--- src/rtl/vga_timing_pkg.sv ---
// Default 640x480@60 timing constants and the registered output bundle
// shared by the VGA sync controller.
package vga_timing_pkg;

  localparam int unsigned DEF_H_VISIBLE = 640;
  localparam int unsigned DEF_H_FRONT   = 16;
  localparam int unsigned DEF_H_SYNC    = 96;
  localparam int unsigned DEF_H_BACK    = 48;
  localparam int unsigned DEF_V_VISIBLE = 480;
  localparam int unsigned DEF_V_FRONT   = 10;
  localparam int unsigned DEF_V_SYNC    = 2;
  localparam int unsigned DEF_V_BACK    = 33;

  localparam int unsigned DEF_H_TOTAL =
      DEF_H_VISIBLE + DEF_H_FRONT + DEF_H_SYNC + DEF_H_BACK;
  localparam int unsigned DEF_V_TOTAL =
      DEF_V_VISIBLE + DEF_V_FRONT + DEF_V_SYNC + DEF_V_BACK;
  localparam int unsigned DEF_H_SYNC_START = DEF_H_VISIBLE + DEF_H_FRONT;
  localparam int unsigned DEF_H_SYNC_END   = DEF_H_SYNC_START + DEF_H_SYNC - 1;
  localparam int unsigned DEF_V_SYNC_START = DEF_V_VISIBLE + DEF_V_FRONT;
  localparam int unsigned DEF_V_SYNC_END   = DEF_V_SYNC_START + DEF_V_SYNC - 1;

  typedef struct packed {
    logic       hsync;
    logic       vsync;
    logic       display;
    logic [9:0] x;
    logic [9:0] y;
    logic       pixel_tick;
    logic       line_start;
    logic       frame_start;
  } vga_out_t;

  localparam vga_out_t VGA_OUT_RESET = '{
    hsync: 1'b1, vsync: 1'b1, display: 1'b0, x: 10'd0, y: 10'd0,
    pixel_tick: 1'b0, line_start: 1'b0, frame_start: 1'b0
  };

endpackage

--- src/rtl/vga_tick_gen.sv ---
// Pixel-rate divider: pulses o_tick once every CLK_DIV clocks while enabled,
// restarting from zero whenever enable is low.
module vga_tick_gen #(
  parameter int unsigned CLK_DIV = 4
) (
  input  logic clk,
  input  logic rstn,
  input  logic i_enable,
  output logic o_tick
);

  localparam int unsigned DW = (CLK_DIV > 1) ? $clog2(CLK_DIV) : 1;
  localparam logic [DW-1:0] LAST = DW'(CLK_DIV - 1);

  logic [DW-1:0] r_div;

  always_ff @(posedge clk or negedge rstn) begin
    if (!rstn) begin
      r_div <= '0;
    end else if (!i_enable || (r_div == LAST)) begin
      r_div <= '0;
    end else begin
      r_div <= r_div + 1'b1;
    end
  end

  assign o_tick = i_enable && (r_div == LAST);

endmodule

--- src/rtl/vga_sync_controller.sv ---
// VGA timing generator: pixel/line counters plus a registered output stage
// carrying syncs, position, display window and position-advance pulses.
module vga_sync_controller
  import vga_timing_pkg::*;
#(
  parameter int unsigned CLK_DIV   = 4,
  parameter int unsigned H_VISIBLE = DEF_H_VISIBLE,
  parameter int unsigned H_FRONT   = DEF_H_FRONT,
  parameter int unsigned H_SYNC    = DEF_H_SYNC,
  parameter int unsigned H_BACK    = DEF_H_BACK,
  parameter int unsigned V_VISIBLE = DEF_V_VISIBLE,
  parameter int unsigned V_FRONT   = DEF_V_FRONT,
  parameter int unsigned V_SYNC    = DEF_V_SYNC,
  parameter int unsigned V_BACK    = DEF_V_BACK
) (
  input  logic       clk,
  input  logic       rstn,
  input  logic       enable,
  output logic       hsync,
  output logic       vsync,
  output logic [9:0] x,
  output logic [9:0] y,
  output logic       display,
  output logic       pixelTick,
  output logic       lineStart,
  output logic       frameStart
);

  localparam int unsigned H_TOTAL = H_VISIBLE + H_FRONT + H_SYNC + H_BACK;
  localparam int unsigned V_TOTAL = V_VISIBLE + V_FRONT + V_SYNC + V_BACK;
  localparam logic [9:0] H_LAST = 10'(H_TOTAL - 1);
  localparam logic [9:0] V_LAST = 10'(V_TOTAL - 1);
  localparam logic [9:0] H_VIS  = 10'(H_VISIBLE);
  localparam logic [9:0] V_VIS  = 10'(V_VISIBLE);
  localparam logic [9:0] H_SS   = 10'(H_VISIBLE + H_FRONT);
  localparam logic [9:0] H_SE   = 10'(H_VISIBLE + H_FRONT + H_SYNC - 1);
  localparam logic [9:0] V_SS   = 10'(V_VISIBLE + V_FRONT);
  localparam logic [9:0] V_SE   = 10'(V_VISIBLE + V_FRONT + V_SYNC - 1);

  logic       w_tick;
  logic [9:0] r_hcount;
  logic [9:0] r_vcount;
  logic       r_run;
  logic       r_adv;
  vga_out_t   w_out_d;
  vga_out_t   r_out;

  vga_tick_gen #(
    .CLK_DIV(CLK_DIV)
  ) u_tick_gen (
    .clk     (clk),
    .rstn    (rstn),
    .i_enable(enable),
    .o_tick  (w_tick)
  );

  // r_run is low until the first tick after reset/enable; that tick lands on
  // (0,0) instead of advancing, so every start produces a frameStart.
  always_ff @(posedge clk or negedge rstn) begin
    if (!rstn) begin
      r_hcount <= '0;
      r_vcount <= '0;
      r_run    <= 1'b0;
      r_adv    <= 1'b0;
    end else if (!enable) begin
      r_hcount <= '0;
      r_vcount <= '0;
      r_run    <= 1'b0;
      r_adv    <= 1'b0;
    end else begin
      r_adv <= w_tick;
      if (w_tick) begin
        if (!r_run) begin
          r_run <= 1'b1;
        end else if (r_hcount == H_LAST) begin
          r_hcount <= '0;
          r_vcount <= (r_vcount == V_LAST) ? 10'd0 : r_vcount + 10'd1;
        end else begin
          r_hcount <= r_hcount + 10'd1;
        end
      end
    end
  end

  always_comb begin
    w_out_d = VGA_OUT_RESET;
    if (r_run) begin
      w_out_d.hsync       = !((r_hcount >= H_SS) && (r_hcount <= H_SE));
      w_out_d.vsync       = !((r_vcount >= V_SS) && (r_vcount <= V_SE));
      w_out_d.display     = (r_hcount < H_VIS) && (r_vcount < V_VIS);
      w_out_d.x           = r_hcount;
      w_out_d.y           = r_vcount;
      w_out_d.pixel_tick  = r_adv;
      w_out_d.line_start  = r_adv && (r_hcount == 10'd0);
      w_out_d.frame_start = r_adv && (r_hcount == 10'd0) && (r_vcount == 10'd0);
    end
  end

  always_ff @(posedge clk or negedge rstn) begin
    if (!rstn) begin
      r_out <= VGA_OUT_RESET;
    end else begin
      r_out <= w_out_d;
    end
  end

  assign hsync      = r_out.hsync;
  assign vsync      = r_out.vsync;
  assign display    = r_out.display;
  assign x          = r_out.x;
  assign y          = r_out.y;
  assign pixelTick  = r_out.pixel_tick;
  assign lineStart  = r_out.line_start;
  assign frameStart = r_out.frame_start;

endmodule

--- config.mk ---
export PLATFORM = sky130hd
export DESIGN_NAME = vga_sync_controller
export DESIGN_NICKNAME = d
export VERILOG_FILES = /design/src/rtl/vga_timing_pkg.sv /design/src/rtl/vga_tick_gen.sv /design/src/rtl/vga_sync_controller.sv
export SDC_FILE = /design/constraint.sdc
export NUM_CORES = 1
export LEC_CHECK = 0
export ABC_AREA = 1
export BUFFER_PORTS_ARGS = -buffer_cell sky130_fd_sc_hd__buf_2
export CELL_PAD_IN_SITES_DETAIL_PLACEMENT = 1
export CELL_PAD_IN_SITES_GLOBAL_PLACEMENT = 2
export CORE_ASPECT_RATIO = 1.25
export CORE_MARGIN = 4
export CORE_UTILIZATION = 32
export DETAILED_ROUTE_END_ITERATION = 8
export PLACE_DENSITY = 0.78
export SLEW_MARGIN = 20
export SYNTH_ARGS = -nofsm -noshare
export SYNTH_HDL_FRONTEND = slang
export SYNTH_SLANG_ARGS = --single-unit
--- constraint.sdc ---
create_clock -name clk -period 2.7 [get_ports clk]
set_input_delay 0.27 -clock clk [delete_from_list [all_inputs] [get_ports clk]]
set_output_delay 0.27 -clock clk [all_outputs]
set_load 0.05 [all_outputs]
==> flow_summary_export.csv, run 1 <==
group,metric,value,unit
placement,portBuffers,28,
die,initial_core_util,0.333,
clock_network,cts.sinks,50,
placement,placed_area,2580,um^2
clock_network,cts_setup_buffers,0,
sta,grt_setup_unrepaired,"no",
drt,firstDrtPassIters,4,
die,dieArea,8800,um^2
drt,ant_nets,0,
placement,dp_hpwl,4.08,mm
yosys,yosysMostFrequentCell,"nand2_1",
yosys,ys_warn_count,0,
clock_network,cts_max_path_buffers,2,
global_routing,grt.overflow.total,0,
clock_network,cts-root-buf,"clkbuf_8",
power_and_ir_drop,power_density,466,nW/um^2
sta,drv_slew,0,
global_routing,grt_pass1_vias,2067,
die,dieHeight,104,um
sta,setup-tns-final,0,ps
yosys,synthCells,286,
setup_path,crit_slowest_cell,"dfrtp_1",
sta,fmax,683,MHz
clock_network,clock_latency,300,ps
setup_path,critPathTopFamily,"simple AND/OR/NAND/NOR gates",
setup_path,required,2940,ps
yosys,synthArstFlopShare,1.00,
yosys,yosys-top-cells-area,"dfrtp_1 (51%), nand2_1 (14%), inv_1 (8.6%)",
global_routing,grt_use_total,0.138,
setup_path,cp.arrival,1700,ps
hold_path,hp-start,"enable",
drt,vias,1885,
global_routing,grt_pass1_wl,9.83,mm
cells_and_area,layout.nets,326,
setup_path,start_kind,"flip-flop",
yosys,synth_edf_count,0,
clock_network,cts_tree,"done",
yosys,post-synth-top-area-cell,"dfrtp_1",
cells_and_area,area_growth,13.5,%
sta,layout_min_cycle_time,1460,ps
drt,drc,0,
setup_path,path_cells,"ha_1, inv_1, nor2_4, nand4_2, nor2_4, nand2_1, nand2_1",
yosys,yosysTopAreaCellShare,0.510,
clock_network,h-tree-depth,2,
setup_path,path_max_fanout,7,
yosys,ys_ff_latch,50,
global_routing,grt_max_degree,29,
hold_path,hold_class,"input pin to flip-flop",
yosys,synth_area_per_cell,8.23,um^2
sta,hold_violations,0,
setup_path,reg2reg_from,"r_hcount[1]",
yosys,syn_area,2350,um^2
run_status,outcome,"finished clean",
setup_path,cp-startpoint,"r_hcount[1]",
yosys,synth_top_cells_by_count,"nand2_1 (89), inv_1 (54), dfrtp_1 (48)",
global_routing,antenna_found_initial,0,
cells_and_area,drive_above_1_share,0.148,
cells_and_area,design_area,2670,um^2
clock_network,path_clk_slew,90,ps
sta,worst_slew_pin_slew,496,ps
setup_path,critPathBufInv,1,
sta,slew_headroom,0.669,
clock_network,cts_made_buffers,5,
sta,post-route-period-util,0.542,
drt,first_iter_violations,67,
run,max_cap_viol_count,0,
cells_and_area,fillers,884,
yosys,ys_types,28,
die,rows,34,
yosys,synth_nets,295,
setup_path,end_kind,"flip-flop",
die,core,7060,um^2
cells_and_area,multi_input_comb_area,850,um^2
drt,viasPerCell,4.63,
power_and_ir_drop,irDropWorstVdd,0.000197,V
setup_path,crit_type,"flip-flop to flip-flop",
sta,setup_viol,0,
power_and_ir_drop,leakagePower,1.58,nW
cells_and_area,diodes,0,
drt,drt_wl_total,5.52,mm
yosys,ys_seq_area_frac,0.532,
placement,place.gp.congestion,0.774,
setup_path,cp_slowest_stage_delay,390,ps
die,die_x,84.7,um
sta,fin_skew,9.34,ps
yosys,ys.flop_type,"dfrtp_1",
drt,drt-wirelength-per-cell,13.6,um
die,io_pins,29,
cells_and_area,regArea,1250,um^2
[cell type report]
class	instances	share of cell area
Tap cell	90	0.0421
Timing Repair Buffer	31	0.0618
Sequential cell	50	0.469
Inverter	55	0.0772
Multi-Input combinational cell	174	0.318
Clock buffer	7	0.0323
[power breakdown]
group	total [mW]	switching, mW	internal (mW)
combinational	0.0517	0.0415	0.0102
sequential	0.756	0.00263	0.753
clock	0.439	0.235	0.204
[cell families after synthesis]
| group | Yosys count | share of synthesized area |
|---|---|---|
| adders and majority gates | 6 | 0.0319 |
| and+or+nand+nor | 146 | 0.271 |
| buffers and inverters | 62 | 0.107 |
| DFF | 50 | 0.532 |
| xor gates and xnor gates | 6 | 0.0223 |
| AOI/OAI and AO/OA | 16 | 0.0356 |
[metrics by stage]
step / hold slack [ps] / setup slack [ps] / instances / utilization / power, mW
floorplan: -25.6 / 1440 / 286 / - / 0.795
detailed placement: 271 / 1240 / 399 / 0.365 / 0.823
finish: 320 / 1240 / 407 / 0.379 / 1.25
global placement: 279 / 1260 / 399 / 0.365 / 0.822
global route: 342 / 1020 / 407 / 0.379 / 1.31
CTS: 301 / 1200 / 407 / 0.379 / 1.28
[timing repair]
item                                    in CTS  in global routing
endpoints found under the hold margin       21                  0
endpoints found under the setup margin       0                  0
gates resized for setup                      0                  0
hold buffers                                 1                  0
[cell usage in the layout (no fill, tap or decap), types with 2 or more instances in the layout]
master	netlist	final
nand3_1	11	11
dfstp_2	2	2
xor2_1	5	5
nand4_1	6	6
nand2_1	89	89
ha_1	6	6
buf_2	2	28
a21oi_1	7	7
inv_1	54	54
nor2_1	21	21
o21ai_0	7	7
nor3_1	7	7
buf_4	0	2
nor2_4	2	2
nand2_2	3	3
dfrtp_1	48	48
clkbuf_8	0	6
nor2_2	2	2
[state kept, by name (all words and copies together) (netlist names), 2 cells and up]
signal	flops
r_vcount	10
y	10
x	10
u_tick_gen.r_div	2
r_hcount	10
[worst paths after layout]
kind	cells after the start	endpoint	slack, ps
min in group asynchronous	2	x[6]	460
worst max register to register	7	r_vcount[6]	1240
worst max-delay path	7	r_vcount[6]	1240
worst min register to register	1	u_tick_gen.r_div[0]	450
worst min-delay path	3	u_tick_gen.r_div[1]	320
max in group asynchronous	3	vsync	1440
[routing by layer]
metal,part of all wire,track usage
met3,0.033,0.0261
met1,0.40,0.153
met5,0,0
met2,0.56,0.261
met4,0.015,0.0407
[tightest hold or removal path, stage by stage]
cell and delay [ps]:
buf_2 190, nand2_1 100, nor2_1 30
Note: power is estimated with default switching activity, not from simulation.
==> inputs of run 2 (changes only) <==
ABC_AREA = 0   (was 1)
PLACE_DENSITY = 0.76   (was 0.78)
clock period = 1.2 ns   (was 2.7 ns; I/O delays follow)
==> flow_summary_export.csv, run 2 <==
group,metric,value,unit
run_status,outcome,"complete, but fails checks",
run_status,violations,"setup timing",
global_routing,grt_max_degree,51,
power_and_ir_drop,clkPwrFrac,0.321,
yosys,yosys-top-cells-area,"dfrtp_1 (53%), and2_1 (5.8%), ha_1 (3.3%)",
setup_path,critPathTopFamily,"compound AO/OA/AOI/OAI gates",
drt,viasPerCell,4.86,
placement,placed_area,2880,um^2
die,die_x,83.0,um
yosys,synthCells,206,
power_and_ir_drop,fin_total_pwr,3.21,mW
sta,hold_violations,0,
yosys,synth_nets,215,
cells_and_area,multi_input_comb_area,1080,um^2
power_and_ir_drop,power.combinational.fraction,0.132,
cells_and_area,layout.nets,305,
sta,worst_slew_pin_slew,396,ps
sta,layout_min_cycle_time,1780,ps
sta,setup_viol,23,
drt,first_iter_violations,58,
setup_path,crit_slowest_cell,"o41a_4",
clock_network,path_clk_slew,90,ps
yosys,synth_top_cells_by_count,"dfrtp_1 (48), and2_1 (21), nor2_1 (18)",
global_routing,antenna_found_initial,0,
cells_and_area,area_growth,44.0,%
yosys,yosysTopAreaCellShare,0.535,
clock_network,clock_latency,310,ps
power_and_ir_drop,switching_share,0.257,
clock_network,h-tree-depth,2,
placement,post-place-ws,-540,ps
cells_and_area,drive_above_1_share,0.478,
yosys,synth_area_per_cell,10.9,um^2
setup_path,end_kind,"flip-flop",
clock_network,cts_made_buffers,5,
sta,post-route-period-util,1.49,
yosys,ys.flop_type,"dfrtp_1",
placement,portBuffers,28,
cells_and_area,diodes,0,
setup_path,cp.arrival,1980,ps
yosys,syn_area,2250,um^2
global_routing,grt_use_total,0.150,
power_and_ir_drop,irDropWorstVdd,0.000450,V
setup_path,start_kind,"flip-flop",
yosys,yosysMostFrequentCell,"dfrtp_1",
global_routing,grt.overflow.total,0,
setup_path,crit_type,"flip-flop to flip-flop",
drt,ant_nets,0,
die,rows,33,
drt,drt_wl_total,6.15,mm
global_routing,grt_pass1_wl,9.94,mm
setup_path,critPathBufInv,1,
cells_and_area,mostFrequentLayoutCell,"buf_4",
power_and_ir_drop,seqPwrFrac,0.546,
cells_and_area,mostFrequentLayoutCells,"buf_4 (58), dfrtp_1 (48), buf_2 (26)",
cells_and_area,regArea,1250,um^2
setup_path,path_max_fanout,7,
global_routing,grt_pass1_vias,1956,
sta,slew_headroom,0.735,
die,dieArea,8440,um^2
sta,hold_ws,184,ps
power_and_ir_drop,p_switching,825,uW
sta,drv_slew,0,
cells_and_area,fillers,765,
clock_network,cts_max_path_buffers,2,
setup_path,path_cells,"ha_2, nand4b_1, buf_6, o41a_4, a221o_1",
yosys,post-synth-top-area-cell,"dfrtp_1",
die,io_pins,29,
die,dieHeight,102,um
sta,grt_setup_unrepaired,"yes",
setup_path,required,1400,ps
die,initial_core_util,0.336,
hold_path,hold_class,"input pin to flip-flop",
drt,firstDrtPassIters,4,
yosys,ys_types,42,
setup_path,cp_slowest_stage_delay,410,ps
yosys,ys_ff_latch,50,
power_and_ir_drop,p_int,2.39,mW
die,core,6690,um^2
sta,fin_ws,-583,ps
power_and_ir_drop,leakagePower,1.62,nW
placement,place.gp.congestion,0.843,
drt,vias,1866,
placement,dp_hpwl,4.26,mm
power_and_ir_drop,power_density,993,nW/um^2
run,max_cap_viol_count,0,
sta,fmax,561,MHz
clock_network,cts_tree,"done",
drt,drc,0,
clock_network,cts.sinks,50,
yosys,ys_seq_area_frac,0.558,
yosys,synthArstFlopShare,1.00,
drt,drt-wirelength-per-cell,16.0,um
yosys,synth_edf_count,0,
cells_and_area,design_area,3240,um^2
yosys,ys_warn_count,0,
clock_network,cts-root-buf,"clkbuf_8",
sta,fin_skew,9.50,ps
## run 2: changes by cell type after synthesis, moves of 4 or more
cell and delta:
and3_1 +6, nand2_1 -77, nand3_1 -4, a21oi_1 -5, inv_1 -46, a22o_1 +4
xnor2_1 +4, and2_1 +21, clkbuf_1 +5
## run 2: path summary, 6_finish.rpt
path                                       end                start  slack [ps]  cells past startpoint
max in group asynchronous                vsync                 rstn         590                      3
min in group asynchronous                 y[8]                 rstn         320                      3
setup / recovery                   r_vcount[6]          r_hcount[0]        -580                      5
hold / removal             u_tick_gen.r_div[1]               enable         180                      4
hold reg to reg            u_tick_gen.r_div[0]  u_tick_gen.r_div[0]         440                      1
setup reg to reg                   r_vcount[6]          r_hcount[0]        -580                      5
## run 2: power groups by stage
stage | registers [mW] | clock network, mW | logic, mW
global route | 1.76 | 1.14 | 0.467
CTS | 1.76 | 1.06 | 0.419
detailed placement | 1.79 | 0 | 0.392
finish | 1.76 | 1.03 | 0.425
floorplan | 1.79 | 0 | 0.157
global placement | 1.79 | 0 | 0.379
## run 2: kinds of logic after synthesis
family,share of synthesized area
compound gates,0.107
flops,0.558
fa+ha+maj,0.0334
mux,0.00501
xor+xnor,0.0273
buf+inv,0.0356
simple gates,0.234
## run 2: area by class of cell
cell class / count / share of cell area
clock buffer: 6 / 0.0255
clock inverter: 2 / 0.00387
inverter: 8 / 0.0101
multi-input combinational: 139 / 0.334
sequential: 50 / 0.387
tap: 87 / 0.0336
timing repair buffer: 92 / 0.205
## run 2: timing repair
item,CTS,global route
setup buffers,7,5
hold buffers,1,0
hold endpoints to repair,48,0
gates resized for setup,24,24
gates cloned,1,0
setup endpoints to repair,24,27
pin swaps,8,13
## run 2: through the flow
stage	utilization	TNS (ps)	std cells
floorplan	-	-6930	206
global placement	0.430	-7860	365
detailed placement	0.430	-9020	365
CTS	0.471	-7610	382
global route	0.484	-11170	384
finish	0.484	-9030	384
## run 2: worst register-to-register path, cell delays in order (launching register included)
cell and delay, ps:
dfrtp_1 380, ha_2 190, nand4b_1 150, buf_6 180
o41a_4 420, a221o_1 360
## run 2: layer usage
layer | global-route usage | routed length (um) | vias to the layer above
li1 | - | - | 898
met1 | 0.175 | 2600 | 916
met2 | 0.267 | 3170 | 37
met3 | 0.0325 | 177 | 15
met4 | 0.0692 | 196 | 0
met5 | 0 | 0 | -
==> inputs of run 3 (changes only) <==
ABC_AREA = 1   (was 0)
CORE_UTILIZATION = 31   (was 32)
PLACE_DENSITY = 0.79   (was 0.76)
RECOVER_POWER = 25   (was not set)
==> flow_summary_export.csv, run 3 (synthesis gave the netlist of run 1 again) <==
group,metric,value,unit
sta,fin_skew,13.8,ps
run_status,outcome,"complete, but fails checks",
sta,setup_viol,20,
drt,viasPerCell,4.52,
sta,hold_violations,0,
cells_and_area,mostFrequentLayoutCell,"nand2_1",
hold_path,hold_depth,3,
global_routing,busiest_layer,"met2",
clock_network,cts.sinks,50,
power_and_ir_drop,irDropWorstVdd,0.000488,V
sta,fmax,717,MHz
setup_path,cp.arrival,1590,ps
hold_path,hp-start,"enable",
drt,firstDrtPassIters,4,
cells_and_area,layout.nets,380,
die,rows,35,
cells_and_area,design_area,3320,um^2
power_and_ir_drop,p_int,2.17,mW
power_and_ir_drop,power.combinational.fraction,0.065,
placement,dp_hpwl,4.62,mm
global_routing,grt_pass1_wl,10.8,mm
die,io_pins,29,
global_routing,grt_pass1_vias,2248,
cells_and_area,drive_above_1_share,0.358,
clock_network,cts-root-buf,"clkbuf_8",
cells_and_area,area_growth,41.1,%
drt,drt_wl_total,6.64,mm
clock_network,clock_latency,310,ps
cells_and_area,mostFrequentLayoutCells,"nand2_1 (81), buf_4 (52), inv_1 (51)",
setup_path,end_kind,"flip-flop",
global_routing,met3_usage,0.0289,
global_routing,grt_util_met2,0.276,
setup_path,reg2reg_depth,8,
power_and_ir_drop,switching_share,0.241,
setup_path,path_max_fanout,7,
sta,fin_ws,-194,ps
power_and_ir_drop,seqPwrFrac,0.595,
setup_path,start_kind,"flip-flop",
placement,post-place-ws,-254,ps
die,dieHeight,105,um
die,initial_core_util,0.318,
sta,grt_setup_unrepaired,"yes",
sta,worst_slew_pin_slew,406,ps
clock_network,cts_tree,"done",
die,core,7400,um^2
drt,first_iter_violations,95,
global_routing,grt.overflow.total,0,
power_and_ir_drop,p_switching,690,uW
drt,ant_nets,0,
setup_path,worstReg2RegEnd,"r_hcount[6]",
die,dieArea,9060,um^2
clock_network,cts_max_path_buffers,2,
sta,slew_headroom,0.730,
global_routing,grt_use_total,0.151,
setup_path,ff2ff_setup_slack,-190,ps
power_and_ir_drop,clkPwrFrac,0.339,
hold_path,min_to,"u_tick_gen.r_div[1]",
placement,place.gp.congestion,0.823,
cells_and_area,diodes,0,
setup_path,required,1390,ps
power_and_ir_drop,power_density,862,nW/um^2
setup_path,crit_type,"flip-flop to flip-flop",
clock_network,h-tree-depth,2,
clock_network,cts_made_buffers,5,
placement,placed_area,2950,um^2
drt,drc,0,
die,die_x,86.0,um
global_routing,antenna_found_initial,0,
sta,drv_slew,0,
sta,post-route-period-util,1.16,
clock_network,path_clk_slew,100,ps
setup_path,reg2reg_from,"r_hcount[0]",
placement,dp.cells,447,
power_and_ir_drop,leakagePower,1.89,nW
global_routing,use_met1,0.175,
placement,portBuffers,28,
cells_and_area,layoutNonFillerInstCount,464,
run,max_cap_viol_count,0,
hold_path,hold_class,"input pin to flip-flop",
drt,drt-wirelength-per-cell,14.3,um
run_status,violations,"setup timing",
drt,vias,2097,
sta,hold_ws,215,ps
sta,layout_min_cycle_time,1390,ps
cells_and_area,final_util,0.449,
global_routing,grt_max_degree,24,
-- run 3: cell count changes in the layout (fill, tap and decap cells not counted), sizes merged, moves of 3 or more --
cell | before | now
a22o | 4 | 0
nand3 | 7 | 11
nand2 | 12 | 93
inv | 8 | 54
buf | 91 | 79
clkbuf | 6 | 12
or2 | 3 | 0
and2 | 22 | 0
and3 | 7 | 0
a21oi | 2 | 7
nor4 | 4 | 1
nor2 | 20 | 25
xor2 | 2 | 5
xnor2 | 5 | 1
-- run 3: area by class of cell --
type / count / area [um^2]
fillers: 880 / 4080
clock buffers: 8 / 80.1
flip-flops and latches: 50 / 1260
inverters: 55 / 214
well taps: 92 / 115
repair buffers: 84 / 581
multi-input cells: 175 / 1080
-- run 3: worst max-delay path by stage --
| stage | from | to | slack [ps] | cells past startpoint |
|---|---|---|---|---|
| 6_report | r_hcount[0] | r_hcount[6] | -190 | 8 |
| 5_1_grt | r_hcount[0] | r_hcount[5] | -270 | 8 |
| 4_1_cts | r_hcount[0] | r_vcount[9] | -160 | 7 |
| 3_5_place_dp | r_hcount[0] | r_vcount[9] | -250 | 7 |
| 3_3_place_gp | r_hcount[0] | r_hcount[9] | -200 | 8 |
| 2_1_floorplan | r_vcount[1] | r_vcount[8] | -50 | 8 |
-- run 3: routing by layer --
| layer | part of all wire | vias up |
|---|---|---|
| li1 | - | 1036 |
| met5 | 0 | - |
| met3 | 0.033 | 10 |
| met4 | 0.020 | 0 |
| met2 | 0.53 | 34 |
| met1 | 0.42 | 1017 |
-- run 3: through the flow --
step / setup TNS [ps] / total power, mW
2_1_floorplan: -478 / 1.79
3_3_place_gp: -3070 / 1.88
3_5_place_dp: -4010 / 1.88
4_1_cts: -2250 / 2.87
5_1_grt: -4610 / 3.01
6_report: -3060 / 2.86
-- run 3: timing repair --
action / CTS / global route
hold endpoints to repair: 10 / 0
pin swaps: 8 / 8
endpoints found under the setup margin: 24 / 24
hold buffers: 1 / 0
gates resized for setup: 30 / 26
buffers inserted: 3 / 5
gates cloned: 0 / 1
-- run 3: power by group through the flow --
stage / clock network (mW) / logic, mW / registers [mW]
floorplan: 0 / 0.0485 / 1.74
global placement: 0 / 0.145 / 1.73
detailed placement: 0 / 0.149 / 1.73
CTS: 1.01 / 0.162 / 1.70
global route: 1.10 / 0.208 / 1.71
finish: 0.972 / 0.187 / 1.71
-- run 3: critical path, cell delays in order, from the launching register on --
cell and delay [ps]:
dfrtp_1 430, ha_4 180, nand3_2 70, nor2_1 130, nand2_1 120, nand2_4 130
nand2_4 100, nand2_1 80, nor2_1 40
